`config.mk`:
```
export PLATFORM = sky130hd
export DESIGN_NAME = spi_dac_master_flat
export DESIGN_NICKNAME = d
export VERILOG_FILES = /design/src/rtl/spi_dac_master_pkg.sv /design/src/rtl/spi_dac_master_if.sv /design/src/rtl/spi_dac_master_clk_div.sv /design/src/rtl/spi_dac_master.sv /design/src/flat_wrapper.sv
export SDC_FILE = /design/constraint.sdc
export NUM_CORES = 1
export LEC_CHECK = 0
export BUFFER_PORTS_ARGS = -buffer_cell sky130_fd_sc_hd__buf_2
export CORE_MARGIN = 10
export CORE_UTILIZATION = 60
export DETAILED_ROUTE_END_ITERATION = 10
export GPL_ROUTABILITY_DRIVEN = 0
export MAX_ROUTING_LAYER = met4
export PLACE_DENSITY_LB_ADDON = 0.12
export RECOVER_POWER = 25
export SLEW_MARGIN = 5
export SYNTH_ARGS = -nofsm -noshare
export SYNTH_HDL_FRONTEND = slang
export SYNTH_HIERARCHICAL = 1
export SYNTH_SLANG_ARGS = --single-unit
```
`constraint.sdc`:
```
create_clock -name clk -period 4.75 [get_ports clk]
set_input_delay 0.95 -clock clk [delete_from_list [all_inputs] [get_ports clk]]
set_output_delay 0.95 -clock clk [all_outputs]
set_load 0.1 [all_outputs]
```
`src/rtl/spi_dac_master_pkg.sv`:
```
// Shared types and width helpers for the DAC SPI master.
package spi_dac_pkg;

  // Frame sequencer states.
  typedef enum logic [2:0] {
    IDLE  = 3'd0,
    SETUP = 3'd1,
    SHIFT = 3'd2,
    HOLD  = 3'd3,
    GAP   = 3'd4
  } state_t;

  // Channel index width; a single DAC still gets a one-bit index.
  function automatic int ch_width(input int num_ch);
    return (num_ch > 1) ? $clog2(num_ch) : 1;
  endfunction

  // Width of a counter that must be able to hold max_val.
  function automatic int cnt_width(input int max_val);
    return (max_val > 0) ? $clog2(max_val + 1) : 1;
  endfunction

endpackage

```
`src/rtl/spi_dac_master_if.sv`:
```
// Word request bus into the DAC SPI master.
//
// Handshake: a word transfers on a rising clk edge where tx_valid and
// tx_ready are both high. The requester keeps tx_valid, tx_data and tx_ch
// stable until that edge; tx_valid may not depend on tx_ready. tx_ready is
// a register and never depends combinationally on tx_valid.
interface spi_dac_master_if
  import spi_dac_pkg::*;
#(
  parameter int DATA_W = 16,
  parameter int NUM_CH = 2,
  parameter int CH_W   = ch_width(NUM_CH)
);
  logic              tx_valid;
  logic              tx_ready;
  logic [DATA_W-1:0] tx_data;
  logic [CH_W-1:0]   tx_ch;

  modport master (output tx_valid, output tx_data, output tx_ch, input tx_ready);
  modport slave  (input tx_valid, input tx_data, input tx_ch, output tx_ready);
endinterface

```
`src/rtl/spi_dac_master_clk_div.sv`:
```
// Divider tick generator: one-cycle tick every CLK_DIV clk cycles,
// phase-aligned to the last synchronous clear.
module spi_clk_div
  import spi_dac_pkg::*;
#(
  parameter int CLK_DIV = 4
) (
  input  logic clk,
  input  logic reset_n,
  input  logic clr,
  output logic tick
);
  localparam int CW = cnt_width(CLK_DIV);
  localparam logic [CW-1:0] LAST = CW'(CLK_DIV - 1);

  logic [CW-1:0] cnt;

  // Free-running modulo-CLK_DIV counter, restarted by clr.
  always_ff @(posedge clk or negedge reset_n) begin
    if (!reset_n) begin
      cnt <= '0;
    end else if (clr || (cnt == LAST)) begin
      cnt <= '0;
    end else begin
      cnt <= cnt + CW'(1);
    end
  end

  assign tick = (cnt == LAST);
endmodule

```
`src/rtl/spi_dac_master.sv`:
```
// SPI mode-0 master for the scope DAC outputs: one word per handshake,
// one chip select per frame, programmable SCLK divider and CS gap.
module spi_dac_master
  import spi_dac_pkg::*;
#(
  parameter int DATA_W    = 16,
  parameter int NUM_CH    = 2,
  parameter int CH_W      = ch_width(NUM_CH),
  parameter int CLK_DIV   = 4,
  parameter int CS_GAP    = 2,
  parameter int LSB_FIRST = 0
) (
  input  logic              clk,
  input  logic              reset_n,
  spi_dac_master_if.slave   tx,
  output logic              sclk,
  output logic              mosi,
  output logic [NUM_CH-1:0] cs_n,
  output logic              busy,
  output logic              done,
  output state_t            dbg_state
);
  localparam int BW = cnt_width(DATA_W);
  localparam int GW = cnt_width(CS_GAP);
  localparam logic [BW-1:0] LAST_BIT = BW'(DATA_W);
  localparam logic [GW-1:0] LAST_GAP = GW'(CS_GAP - 1);

  state_t            state;
  logic              ready_q;
  logic [DATA_W-1:0] sr;
  logic [BW-1:0]     bit_cnt;
  logic [GW-1:0]     gap_cnt;
  logic              tick;
  logic              accept;
  logic              ch_ok;

  // Any handshake counts as an accept; out-of-range channels are dropped.
  assign accept    = (state == IDLE) && ready_q && tx.tx_valid;
  assign ch_ok     = (int'(tx.tx_ch) < NUM_CH);
  assign tx.tx_ready = ready_q;
  assign dbg_state = state;

  spi_clk_div #(
    .CLK_DIV(CLK_DIV)
  ) u_clk_div (
    .clk    (clk),
    .reset_n(reset_n),
    .clr    (accept),
    .tick   (tick)
  );

  // Frame sequencer with registered SPI pins, handshake and status.
  always_ff @(posedge clk or negedge reset_n) begin
    if (!reset_n) begin
      state   <= IDLE;
      ready_q <= 1'b0;
      busy    <= 1'b0;
      done    <= 1'b0;
      sclk    <= 1'b0;
      mosi    <= 1'b0;
      cs_n    <= '1;
      sr      <= '0;
      bit_cnt <= '0;
      gap_cnt <= '0;
    end else begin
      done <= 1'b0;
      case (state)
        IDLE: begin
          ready_q <= 1'b1;
          if (accept && ch_ok) begin
            ready_q <= 1'b0;
            busy    <= 1'b1;
            sr      <= tx.tx_data;
            mosi    <= (LSB_FIRST != 0) ? tx.tx_data[0] : tx.tx_data[DATA_W-1];
            bit_cnt <= '0;
            for (int i = 0; i < NUM_CH; i++) begin
              cs_n[i] <= (int'(tx.tx_ch) != i);
            end
            state   <= SETUP;
          end
        end
        SETUP: begin
          // First rising edge after a half-period of data setup.
          if (tick) begin
            sclk    <= 1'b1;
            bit_cnt <= BW'(1);
            state   <= SHIFT;
          end
        end
        SHIFT: begin
          if (tick) begin
            if (!sclk) begin
              sclk    <= 1'b1;
              bit_cnt <= bit_cnt + BW'(1);
            end else begin
              sclk <= 1'b0;
              // The last falling edge leaves the final bit in place for hold.
              if (bit_cnt == LAST_BIT) begin
                state <= HOLD;
              end else if (LSB_FIRST != 0) begin
                sr   <= sr >> 1;
                mosi <= sr[1];
              end else begin
                sr   <= sr << 1;
                mosi <= sr[DATA_W-2];
              end
            end
          end
        end
        HOLD: begin
          if (tick) begin
            cs_n    <= '1;
            mosi    <= 1'b0;
            done    <= 1'b1;
            gap_cnt <= '0;
            state   <= GAP;
          end
        end
        GAP: begin
          if (tick) begin
            if (gap_cnt == LAST_GAP) begin
              ready_q <= 1'b1;
              busy    <= 1'b0;
              state   <= IDLE;
            end else begin
              gap_cnt <= gap_cnt + GW'(1);
            end
          end
        end
        default: state <= IDLE;
      endcase
    end
  end
endmodule

```
`src/flat_wrapper.sv`:
```
// flat-port wrapper written by rule: the top's interface ports become plain ports
module spi_dac_master_flat import spi_dac_pkg::*;
#(
  parameter int DATA_W    = 16,
  parameter int NUM_CH    = 2,
  parameter int CH_W      = ch_width(NUM_CH),
  parameter int CLK_DIV   = 4,
  parameter int CS_GAP    = 2,
  parameter int LSB_FIRST = 0
)
  (clk, reset_n, sclk, mosi, cs_n, busy, done, dbg_state, tx_tx_valid, tx_tx_data, tx_tx_ch, tx_tx_ready);
  spi_dac_master_if #(.DATA_W(DATA_W), .NUM_CH(NUM_CH), .CH_W(CH_W)) tx_i ();
  input  logic clk;
  input  logic reset_n;
  output logic sclk;
  output logic mosi;
  output logic [NUM_CH-1:0] cs_n;
  output logic busy;
  output logic done;
  output state_t dbg_state;
  input wire logic [$bits(tx_i.tx_valid)-1:0] tx_tx_valid;
  input wire logic [$bits(tx_i.tx_data)-1:0] tx_tx_data;
  input wire logic [$bits(tx_i.tx_ch)-1:0] tx_tx_ch;
  output wire logic [$bits(tx_i.tx_ready)-1:0] tx_tx_ready;
  assign tx_i.tx_valid = tx_tx_valid;
  assign tx_i.tx_data = tx_tx_data;
  assign tx_i.tx_ch = tx_tx_ch;
  assign tx_tx_ready = tx_i.tx_ready;
  spi_dac_master #(.DATA_W(DATA_W), .NUM_CH(NUM_CH), .CH_W(CH_W), .CLK_DIV(CLK_DIV), .CS_GAP(CS_GAP), .LSB_FIRST(LSB_FIRST)) u_core (.clk(clk), .reset_n(reset_n), .tx(tx_i), .sclk(sclk), .mosi(mosi), .cs_n(cs_n), .busy(busy), .done(done), .dbg_state(dbg_state));
endmodule
```
# Word-level counts from Yosys, hierarchy flattened
# Cells that the tools add are included.
[classes]
div_mod_pow = 0
n_shift = 0
reduce_logical = 20
bitwise_logic = 1
addsub = 3
n_lt_le_gt_ge = 0
multipliers = 0
n_eq_ne = 18
n_mux = 47
[ops]
columns = ["operator", "count"]
rows = [
  ["15-bit 2-to-1 mux", 4],
  ["15-bit case mux with 2 select lines", 1],
  ["3-bit 2-to-1 mux", 9],
  ["5-bit 2-to-1 mux", 4],
  ["1-bit 2-to-1 mux", 16],
  ["3-bit case mux with 5 select lines", 1],
  ["5-bit case mux with 3 select lines", 1],
  ["2-bit by 1-bit != test with 1-bit output (second input constant)", 7],
  ["2-bit 2-to-1 mux", 5],
  ["5-bit AND reduction", 2],
  ["2-bit nonzero test", 5],
  ["3-bit by 2-bit == test with 1-bit output (second input constant)", 3],
  ["3-bit AND reduction", 3],
  ["2-bit != test (second input constant)", 4],
  ["2-bit case mux with 2 select lines", 2],
  ["4-bit AND reduction", 2],
  ["8-bit AND reduction", 1],
  ["1-bit case mux with 2 select lines", 3],
  ["6-bit AND reduction", 1],
  ["3-bit nonzero test", 2],
  ["5-bit by 1-bit adder with 5-bit output (second input constant)", 1],
  ["5-bit == test (second input constant)", 1],
  ["3-bit by 1-bit adder with 3-bit output (second input constant)", 1],
  ["3-bit by 1-bit == test with 1-bit output (second input constant)", 1],
  ["other kinds (8)", 9],
]
[totals]
register_bits = 35
romBits = 0
memories = 0
ramBits = 0
latch_bits = 0
in_bits = 20
output_inout_bits = 10
elab_cells = 100

# Longest topological paths before layout
# Gate-level depths: netlist of run 1.
[logic_depth]
word_depth = 5
mapped_depth = 8
mapped_depth_nobuf = 6

# Modules after synthesis
# Netlist of run 1, hierarchy kept.
[by_module_without_submodules]
columns = ["mod", "seq_area_each_um2", "cells_per_inst", "instances", "area_per_inst_um2"]
rows = [
  ["spi_dac_master", 803.3, 152, 1, 1778.0],
  ["spi_clk_div", 75.1, 9, 1, 126.4],
]

# Least setup slack after synthesis of run 1
# No wires, ideal clock.
[synth_timing]
kind = "register -> register"
startpoint = "register u_core.state[1], in the netlist u_core/dbg_state[1]"
endpoint = "register u_core.sr[10]"
n_path_buf = 2
period_less_slack_ps = 2407
slack_ps = 2343
setup_time_ps = 125
arrival_time_ps = 2282
stages_incl_launch_ff = 7
required_time_ps = 4625
cell_sequence = "dfrtp_1 > buf_6 > inv_2 > nor3_4 > buf_6 > mux2_2 > mux2_4"
[synth_via]
elab_chain_cells = 5
elab_cells_between_ends = 11
cone_classes = "eq/ne: 5; mux: 1; reduce/logical: 5"
[synth_lines]
columns = ["item", "line_no", "rtl"]
rows = [
  ["start: declaration", "spi_dac_master.sv:28", "state_t state;"],
  ["start signal: assignment", "spi_dac_master.sv:55", "state <= IDLE;"],
  ["start signal: assignment", "spi_dac_master.sv:79", "state <= SETUP;"],
  ["start signal: assignment", "spi_dac_master.sv:87", "state <= SHIFT;"],
  ["3-bit zero test", "spi_dac_master.sv:38, spi_dac_master.sv:67", ""],
  ["1-bit logical AND (2 in a row)", "spi_dac_master.sv:38", "assign accept = (state == IDLE) && ready_q && tx.tx_valid;"],
  ["2-bit != test (no source line)", "n/a", ""],
  ["5-bit AND reduction (no source line)", "n/a", ""],
  ["end signal: assignment", "spi_dac_master.sv:73", "sr <= tx.tx_data;"],
  ["end signal: assignment", "spi_dac_master.sv:101", "sr <= sr >> 1;"],
  ["end signal: assignment", "spi_dac_master.sv:104", "sr <= sr << 1;"],
  ["end: declaration", "spi_dac_master.sv:30", "logic [DATA_W-1:0] sr;"],
]
# Parallel ways exist; a longest one is shown, timed or not.
# A chain may end at the register's enable or synchronous reset.

# Final worst setup path of run 1
[layout_timing]
startpoint = "register u_core.state[2], in the netlist u_core/dbg_state[2]"
endpoint = "output port dbg_state[2]"
[layout_lines]
columns = ["item", "line_no", "rtl"]
rows = [
  ["end: declaration", "flat_wrapper.sv:20", "output state_t dbg_state;"],
]
# No word-level cell between the ends.

==> results.md, run 1 <==
* Share of cells above drive strength 1 at ~40%
* Post-synth cell types at 49
* Top cell type's share of synthesized area at between 40% and 50%
* Comb pwr share at 2.9%
* Final min period at approximately 2500 ps
* R2R Setup Slk at 2490 ps
* Yosys top cell by area: dfrtp_1
* TritonCTS Buffers at 5
* Tot GR Track Use at 13.2%
* Hpwl dp at 2.65 mm
* Delay-heaviest family, CP: flip-flops
* Cells after synthesis at roughly 160
* Initial antenna violation count at 0
* Slew at the pin with the worst max-slew slack at 1800 ps
* Clk pwr share at between 30% and 40%
* Post-CTS Setup Bufs at 0
* Switching component of the power at roughly 0.10 mW
* Synth Cell Area at 1900 um2
* Synthesized Nets at 186
* # setup viols final at 0
* Worst Path Max Fanout at 15
* DR WL/cell at roughly 15 um
* Fill cells at about 270
* Skew final at 6.65 ps
* Antenna cells at 0
* Worst Hold Path EP: u_core/u_clk_div/cnt[0]$_DFF_PN0_
* Clock Tree Root: clkbuf_4
* Fmax at between 400 and 500 MHz
* Post-route ant nets at 0
* Total internal power at between 0.3 and 0.4 mW
* Worst R2R Start: u_core/u_clk_div/cnt[0]$_DFF_PN0_
* Initial core utilization at 62.4%
* Unrepaired setup endpoints after global routing: no
* Core area at around 3100 um2
* Reg2reg path depth at 5
* Ranking of synthesized cells by area: dfrtp_1, mux2_2, mux2_4
* Post-layout nets at 214
* Worst slack, placed at about 2100 ps
* Yosys warns at 6
* Kind of critical path: reg -> out
* Worst-path clk slew at 100 ps
* Setup_tns at 0 ps
* Die ar. at 5830 um2
* Largest net degree at the start of global routing at 36
* Max cap viols at 1
* Relative slew slack at -20.2%
* Final Hold Vio Count at 0
* Crit Reg-Reg Endpoint: u_core/sr[3]$_DFFE_PN0P_
* Share of power burned in registers at ~65%
* Router iterations before antenna repair at 4
* WHS Path Cells at 1
* Top cells by count, synth: dfrtp_1, mux2_2, nand2_1, mux2_4, inv_1
* Die Y at 76.3 um
* Top_reg_cell synth: dfrtp_1
* CTS Hold Bufs at 0
* Failing checks: capacitance limit, slew limit
* Slowest CP cell: dfrtp_1
* Vias in the first global route at between 1000 and 1500
* DRC viols at 0
* CTS H-tree lvls at 2
* Startpoint of the worst hold path: u_core/u_clk_div/cnt[0]$_DFF_PN0_
* IO Port Bufs at 29
* Status: finished with violations
* Row count at 20
* First-pass GRT wire length at about 6.3 mm
* Async S/R FF share, synth at 100%
* Worst-Skew Late Latency at between 300 and 400 ps
* CTS tree: built
* Leak Pwr at roughly 1.1 nW
* Critical path, cell by cell: buf_2
* Grt ovf at 0
* CP max stage delay at 670 ps
* WP data required at 3800 ps
* Die extent in x at around 76 um
* WP buf/inv at 1
* Synth Area per Inst at between 10 and 15 um2
* Pins Over Slew Limit at 36
* Pwr per Cell Area at about 220 nW/um2
* Crit start category: flip-flop
* Final period utilization at a little over half
* Sw Share at about 22%
* Crit path DAT at 1520 ps
* Hold crit path type: reg -> reg
* Sequential share of the synthesized area at between 40% and 50%
* Post-CTS resize count at 0
* Vias per cell at roughly 5.5
* Worst vdd ir at a little over 0.0002 V
* Most frequent cell after synthesis: dfrtp_1
* FF+latch count, synth at 35
* Clk sinks at 35
* Area grow syn2layout at 8.67%
* Final WL at about 3.6 mm
* Top Ports at 30
* Starting DRC count in detailed routing at 112
* DR vias at 1293
* CTS Buffer Depth at 2
* Critical Path End Type: output pin
* EDFF count, synth at 0
* Setup slack after layout at 2280 ps
cell families after synthesis:
logic type / count (synthesis) / share of synthesized area (%)
AOI/OAI and AO/OA: 26 / 9.40
xor gates and xnor gates: 1 / 0.460
adders and majority gates: 5 / 3.29
buffers and inverters: 16 / 5.98
DFF: 35 / 46.1
muxes: 31 / 19.6
and+or+nand+nor: 47 / 15.1
sequential cells by signal, indices dropped and copies added, names as in the netlist, 2 cells and up:
name	cells
u_core/sr	15
u_core/bit_cnt	5
u_core/dbg_state	3
u_core/u_clk_div/cnt	3
u_core/cs_n	2
u_core/gap_cnt	2
power groups by stage:
| stage | clock, mW | sequential [mW] | combinational [mW] |
|---|---|---|---|
| floorplan | 0 | 0.304 | 0.000444 |
| global placement | 0 | 0.304 | 0.0136 |
| detailed placement | 0 | 0.304 | 0.0140 |
| CTS | 0.158 | 0.298 | 0.0140 |
| global route | 0.170 | 0.298 | 0.0158 |
| finish | 0.151 | 0.298 | 0.0132 |
cells in the final DEF (no fill, tap or decap), drive strengths merged, types with 5 or more instances in the layout:
cell type	instances
dfrtp	33
buf	28
mux2	27
nand2	12
inv	8
clkbuf	8
o21ai	7
a21oi	6
nand3	6
nor2	6
ha	5
nor3	5
per-stage QoR:
step | instance area (um2) | util, % | total power, mW | instances | hold WS, ps
4_1_cts | 2070 | 67.8 | 0.469 | 234 | 456
3_5_place_dp | 2020 | 66.2 | 0.318 | 226 | 441
3_3_place_gp | 2020 | 66.2 | 0.317 | 226 | 420
5_1_grt | 2070 | 67.8 | 0.483 | 234 | 479
6_report | 2070 | 67.8 | 0.462 | 234 | 449
2_1_floorplan | 1900 | - | 0.304 | 161 | 408
worst max-delay path by stage:
stage,startpoint,endpoint,slack [ps],depth (start not counted)
after floorplan,u_core/dbg_state[1]$_DFFE_PN0P_,u_core/sr[10]$_DFFE_PN0P_,2340,6
after global placement,tx_tx_valid,u_core/sr[4]$_DFFE_PN0P_,2180,5
after detailed placement,tx_tx_valid,u_core/sr[3]$_DFFE_PN0P_,2130,5
after CTS,u_core/dbg_state[2]$_DFFE_PN0P_,dbg_state[2],2270,1
after global routing,u_core/dbg_state[2]$_DFFE_PN0P_,dbg_state[2],2230,1
final,u_core/dbg_state[2]$_DFFE_PN0P_,dbg_state[2],2280,1
cell type report:
cell class	instances	area (um2)	share of cell area, %
Timing Repair Buffer	29	144	6.95
Sequential cell	35	878	42.4
Multi-Input combinational cell	110	912	44.1
Clock buffer	7	45.0	2.18
Tap cell	44	55.1	2.66
Clock inverter	1	5.00	0.242
Inverter	8	30.0	1.45
layer usage:
layer / wire length (um) / share of wire [%] / vias to the layer above / global-route usage, %
li1: - / - / 639 / -
met1: 1620 / 45 / 626 / 15.7
met2: 1820 / 50 / 24 / 20.9
met3: 137 / 3.8 / 4 / 3.54
met4: 40 / 1.1 / 0 / 5.02
met5: 0 / 0 / - / -
Power figures use the tool's default switching activity.
==> run 2, diff against run 1 <==
--- a/config.mk
+++ b/config.mk
@@ -5,9 +5,10 @@
 export SDC_FILE = /design/constraint.sdc
 export NUM_CORES = 1
 export LEC_CHECK = 0
+export ABC_AREA = 1
 export BUFFER_PORTS_ARGS = -buffer_cell sky130_fd_sc_hd__buf_2
 export CORE_MARGIN = 10
-export CORE_UTILIZATION = 60
+export CORE_UTILIZATION = 56
 export DETAILED_ROUTE_END_ITERATION = 10
 export GPL_ROUTABILITY_DRIVEN = 0
 export MAX_ROUTING_LAYER = met4
==> constraint.sdc (replaced) <==
create_clock -name clk -period 2.6 [get_ports clk]
set_input_delay 0.52 -clock clk [delete_from_list [all_inputs] [get_ports clk]]
set_output_delay 0.52 -clock clk [all_outputs]
set_load 0.1 [all_outputs]
==> results.md, run 2 <==
* Share of cells above drive strength 1 at 16.2% (-24 points)
* Synth Area per Inst at 7.36 um2 (-38%)
* Die extent in x at 78.5 um (+2.8%)
* Crit start category: flip-flop
* Top cells by count, synth: nand2_1, dfrtp_1, nor2_1, inv_1, nand3_1
* Top_reg_cell synth: dfrtp_1
* EDFF count, synth at 0 (unchanged)
* Largest regs: u_core/sr (15), u_core/bit_cnt (5)
* DRC viols at 0 (unchanged)
* Crit path DAT at 1410 ps (-110 ps)
* DP Area at 2070 um2 (+2.4%)
* CTS Buffer Depth at 2 (unchanged)
* WP buf/inv at 1 (unchanged)
* First-pass GRT wire length at 6.80 mm (+8.5%)
* Vias in the first global route at 1574 (+15%)
* Unrepaired setup endpoints after global routing: no
* Synthesized Nets at 285 (+53%)
* Fmax at between 500 and 600 MHz
* Delay-heaviest family, CP: flip-flops
* Critical path, cell by cell: buf_2
* Router iterations before antenna repair at 5 (+1)
* WP data required at 2080 ps (-1720 ps)
* Post-layout nets at 315 (+47%)
* Final Hold Vio Count at 0 (unchanged)
* Ranking of synthesized cells by area: dfrtp_1, nand2_1, nor2_1
* Post-CTS Setup Bufs at 0 (unchanged)
* Hold crit path type: in -> reg
* Initial core utilization at 57.8% (-4.6 points)
* CTS H-tree lvls at 2 (unchanged)
* Async S/R FF share, synth at 100% (unchanged)
* DR vias at 1680 (+30%)
* Antenna cells at 0 (unchanged)
* Max cap viols at 1 (unchanged)
* Kind of critical path: reg -> out
* IO Port Bufs at 29 (unchanged)
* Yosys top cell by area: dfrtp_1
* CTS Hold Bufs at 0 (unchanged)
* Failing checks: capacitance limit, slew limit
* Largest net degree at the start of global routing at 36 (unchanged)
* Critical Path End Type: output pin
* Clk sinks at 35 (unchanged)
* Hpwl dp at 2.94 mm (+11%)
* Commonest non-fill, non-tap cell in the layout: nand2_1
* Top cell type's share of synthesized area at 43.1% (-0.23 points)
* Final min period at 1930 ps
* FF+latch count, synth at 35 (unchanged)
* Starting DRC count in detailed routing at 143 (+28%)
* Post-CTS resize count at 0 (unchanged)
* Final period utilization at ~74%
* Worst Path Max Fanout at 9 (-6)
* Most frequent cell after synthesis: nand2_1
* Max FFs per register at 15 (unchanged)
* Row count at 21 (+5.0%)
* Die ar. at 6160 um2 (+5.7%)
* DR WL/cell at 11.7 um (-24%)
* Sequential share of the synthesized area at 45.9% (-0.24 points)
* # setup viols final at 0 (unchanged)
* Core area at 3310 um2 (+8.4%)
* Cells after synthesis at 260 (+61%)
* Top Ports at 30 (unchanged)
* CTS tree: built
* Register with the most flip-flops: u_core/sr
* Pins Over Slew Limit at 36 (unchanged)
* Worst-Skew Late Latency at 340 ps (about the same)
* Yosys warns at 6 (unchanged)
* Leading cell types in the layout, fill and taps excluded: nand2_1, dfrtp_1, buf_2
* Initial antenna violation count at 0 (unchanged)
* Vias per cell at 4.99 (-9.8%)
* TritonCTS Buffers at 5 (unchanged)
* Relative slew slack at -20.5% (-0.27 points)
* Setup_tns at 0 ps (unchanged)
* Post-route ant nets at 0 (unchanged)
* Slew at the pin with the worst max-slew slack at 1810 ps (+4.04 ps)
* Skew final at 11.6 ps (+4.91 ps)
* Final Instance Area at 2120 um2 (+2.3%)
* Tot GR Track Use at 13.7% (+0.46 points)
* Slowest CP cell: dfrtp_1
* Die Y at 78.5 um (+2.8%)
* CP max stage delay at 560 ps (-110 ps)
* Area grow syn2layout at 10.6%
* Synth Cell Area at 1910 um2 (+0.53%)
* Status: finished with violations
* Grt ovf at 0 (unchanged)
* Post-synth cell types at 26 (-47%)
* Clock Tree Root: clkbuf_4
* Final WL at 3.95 mm (+9.1%)
* Worst-path clk slew at 110 ps (about the same)
run 2: changes by cell type after synthesis, moves of 4 or more:
cell     previous run  this run
mux2i_1             4         0
inv_1               7        15
nor2_1              5        23
mux2_4              8         0
o21ai_0             6        10
nand3_1             6        11
a21oi_1             6         2
nand2_1            12       127
mux2_2             19         0
run 2: area by class of cell:
cell class	instances	area, um2
clock buffers	8	48.8
fillers	327	1190
inverters	19	73.8
multi-input cells	199	907
flip-flops and latches	35	878
well taps	46	57.6
repair buffers	30	151
run 2: metrics by stage:
step | setup slack [ps] | hold WS (ps) | instances | util (%)
floorplan | 560 | 224 | 260 | -
global placement | 823 | 425 | 329 | 62.5
detailed placement | 763 | 450 | 329 | 62.5
CTS | 651 | 258 | 337 | 64.0
global route | 535 | 419 | 337 | 63.9
finish | 674 | 417 | 337 | 63.9
run 2: cell families (layout without fill, tap and decap cells):
kind of cell,Yosys count,count (layout),synth area share [%]
AND/OR/NAND/NOR,176,176,38.4
flip-flops,35,35,45.9
buffers and inverters,26,57,6.73
AO/OA/AOI/OAI,15,15,4.31
adder cells (fa/ha/maj),5,5,3.27
XOR/XNOR,3,3,1.37
run 2: worst min-delay path, delay by kind of cell:
| family | cells | cell delay, ps |
|---|---|---|
| AOI/OAI and AO/OA | 1 | 100 |
| buffers and inverters | 1 | 80 |
| and+or+nand+nor | 1 | 60 |
run 2: final timing paths:
check                                             startpoint                                end  slack [ps]  cells past startpoint
max in group asynchronous                            reset_n           u_core/sr[7]$_DFFE_PN0P_         910                      1
max reg2reg                  u_core/dbg_state[2]$_DFFE_PN0P_           u_core/sr[3]$_DFFE_PN0P_         760                      9
min in group asynchronous                            reset_n    u_core/dbg_state[0]$_DFFE_PN0P_         650                      1
min                                                 tx_tx_ch         u_core/cs_n[1]$_DFFE_PN1P_         420                      3
min reg2reg                u_core/u_clk_div/cnt[0]$_DFF_PN0_  u_core/u_clk_div/cnt[0]$_DFF_PN0_         450                      1
max                          u_core/dbg_state[1]$_DFFE_PN0P_                       dbg_state[1]         670                      1
run 2: per-layer routing:
| metal | GRT usage, % | share of wire [%] | up-vias |
|---|---|---|---|
| met1 | 15.7 | 45 | 762 |
| li1 | - | - | 866 |
| met5 | - | 0 | - |
| met3 | 3.87 | 5.7 | 10 |
| met4 | 5.73 | 2.0 | 0 |
| met2 | 21.9 | 48 | 42 |
Power of run 2 is left out: the tool's default activity adds up to more than one toggle a clock period on the data nets, which glitch-free logic cannot reach.
==> run 3, diff against run 2 <==
--- a/config.mk
+++ b/config.mk
@@ -8,7 +8,7 @@
 export ABC_AREA = 1
 export BUFFER_PORTS_ARGS = -buffer_cell sky130_fd_sc_hd__buf_2
 export CORE_MARGIN = 10
-export CORE_UTILIZATION = 56
+export CORE_UTILIZATION = 50
 export DETAILED_ROUTE_END_ITERATION = 10
 export GPL_ROUTABILITY_DRIVEN = 0
 export MAX_ROUTING_LAYER = met4
==> constraint.sdc (replaced) <==
create_clock -name clk -period 1.65 [get_ports clk]
set_input_delay 0.33 -clock clk [delete_from_list [all_inputs] [get_ports clk]]
set_output_delay 0.33 -clock clk [all_outputs]
set_load 0.1 [all_outputs]
==> results.md, run 3 (synthesized netlist as in run 2, its figures left out) <==
* Status: completed
* Largest net degree at the start of global routing at 29 (-19%)
* CP max stage delay at 500 ps (-60 ps)
* Unrepaired setup endpoints after global routing: no
* Max cap viols at 0 (-1)
* Row count at 22 (+4.8%)
* Commonest non-fill, non-tap cell in the layout: nand2_1
* CTS Buffer Depth at 2 (unchanged)
* Post-layout nets at 325 (+3.2%)
* Top Ports at 30 (unchanged)
* Post-route ant nets at 0 (unchanged)
* Area grow syn2layout at 20.3%
* CTS tree: built
* Clk sinks at 35 (unchanged)
* Critical path, cell by cell: buf_2
* Final min period at ~1600 ps
* # setup viols final at 0 (unchanged)
* Kind of critical path: reg -> out
* Relative slew slack at 58.9% (+79 points)
* Slowest CP cell: dfrtp_4
* Vias in the first global route at 1584 (+0.64%)
* Worst-Skew Late Latency at 280 ps (-60 ps)
* Initial core utilization at 51.9% (-5.9 points)
* Die Y at 81.9 um (+4.3%)
* Max FFs per register at 15 (unchanged)
* WP data required at 1320 ps (-760 ps)
* Post-CTS Setup Bufs at 0 (unchanged)
* Tot GR Track Use at 13.6% (-0.070 points)
* Starting DRC count in detailed routing at 93 (-35%)
* Leading cell types in the layout, fill and taps excluded: nand2_1, buf_2, dfrtp_1
* Share of cells above drive strength 1 at 22.9% (+6.8 points)
* Register with the most flip-flops: u_core/sr
* IO Port Bufs at 29 (unchanged)
* Vias per cell at 4.80 (-3.7%)
* Skew final at 5.58 ps (-5.99 ps)
* Router iterations before antenna repair at 4 (-1)
* TritonCTS Buffers at 5 (unchanged)
* DRC viols at 0 (unchanged)
* Final WL at 4.17 mm (+5.6%)
* CTS Hold Bufs at 0 (unchanged)
* Crit start category: flip-flop
* Final Hold Vio Count at 0 (unchanged)
* Pins Over Slew Limit at 0 (-100%)
* Delay-heaviest family, CP: flip-flops
* DR vias at 1675 (-0.30%)
* DR WL/cell at 12.0 um (+2.0%)
* Core area at 3690 um2 (+11%)
* Crit path DAT at 1240 ps (-170 ps)
* Worst Path Max Fanout at 11 (+2)
* Slew at the pin with the worst max-slew slack at 616 ps (-1190 ps)
* Initial antenna violation count at 0 (unchanged)
* Critical Path End Type: output pin
* WP buf/inv at 1 (unchanged)
* Clock Tree Root: clkbuf_8
* Final period utilization at between 90% and 100%
* Hpwl dp at 3.10 mm (+5.5%)
* Worst-path clk slew at 70 ps (-40 ps)
* CTS H-tree lvls at 2 (unchanged)
* Setup_tns at 0 ps (unchanged)
* Largest regs: u_core/sr (15), u_core/bit_cnt (5)
* Hold crit path type: in -> async
* Grt ovf at 0 (unchanged)
* First-pass GRT wire length at 7.07 mm (+3.9%)
* Antenna cells at 0 (unchanged)
* Die ar. at 6700 um2 (+8.9%)
* Fmax at 637 MHz
* Die extent in x at 81.9 um (+4.3%)
[run 3: final cells by class]
cell class / count / area (um2)
Sequential cell: 35 / 892
Inverter: 19 / 73.8
Multi-Input combinational cell: 199 / 937
Timing Repair Buffer: 40 / 240
Tap cell: 48 / 60.1
Clock buffer: 8 / 100
Fill cell: 369 / 1390
[run 3: stage by stage]
step / util, % / hold WS (ps) / setup slack (ps) / cell area, um2 / instances
after floorplan: - / 34.4 / 6.30 / 1950 / 260
after global placement: 59.3 / 380 / 108 / 2190 / 341
after detailed placement: 59.3 / 382 / 59.7 / 2190 / 341
after CTS: 62.0 / 70.8 / 33.3 / 2290 / 349
after global routing: 62.4 / 100 / 9.75 / 2300 / 349
final: 62.4 / 59.9 / 80.0 / 2300 / 349
[run 3: final timing paths]
| check | from | end | slack (ps) | cells after the start |
|---|---|---|---|---|
| max | u_core/dbg_state[2]$_DFFE_PN0P_ | dbg_state[2] | 80 | 1 |
| min | reset_n | u_core/gap_cnt[1]$_DFFE_PN0P_ | 60 | 1 |
| max reg2reg | u_core/u_clk_div/cnt[0]$_DFF_PN0_ | u_core/tx.tx_ready$_DFFE_PN0P_ | 130 | 6 |
| min reg2reg | u_core/u_clk_div/cnt[0]$_DFF_PN0_ | u_core/u_clk_div/cnt[0]$_DFF_PN0_ | 430 | 1 |
| max in group asynchronous | reset_n | u_core/sr[7]$_DFFE_PN0P_ | 1080 | 2 |
| min in group clk | tx_tx_ch | u_core/cs_n[0]$_DFFE_PN1P_ | 300 | 3 |
[run 3: per-layer routing]
metal	GRT usage, %	routed length, um
met1	16.0	1940
met2	21.7	1980
met4	4.08	24
met3	4.26	227
met5	-	0
[run 3: repair_timing]
item	4_1_cts	5_1_grt
setup endpoints to repair	0	6
gates resized for setup	0	3
endpoints found under the hold margin	0	0
Power of run 3 is left out for the same reason.
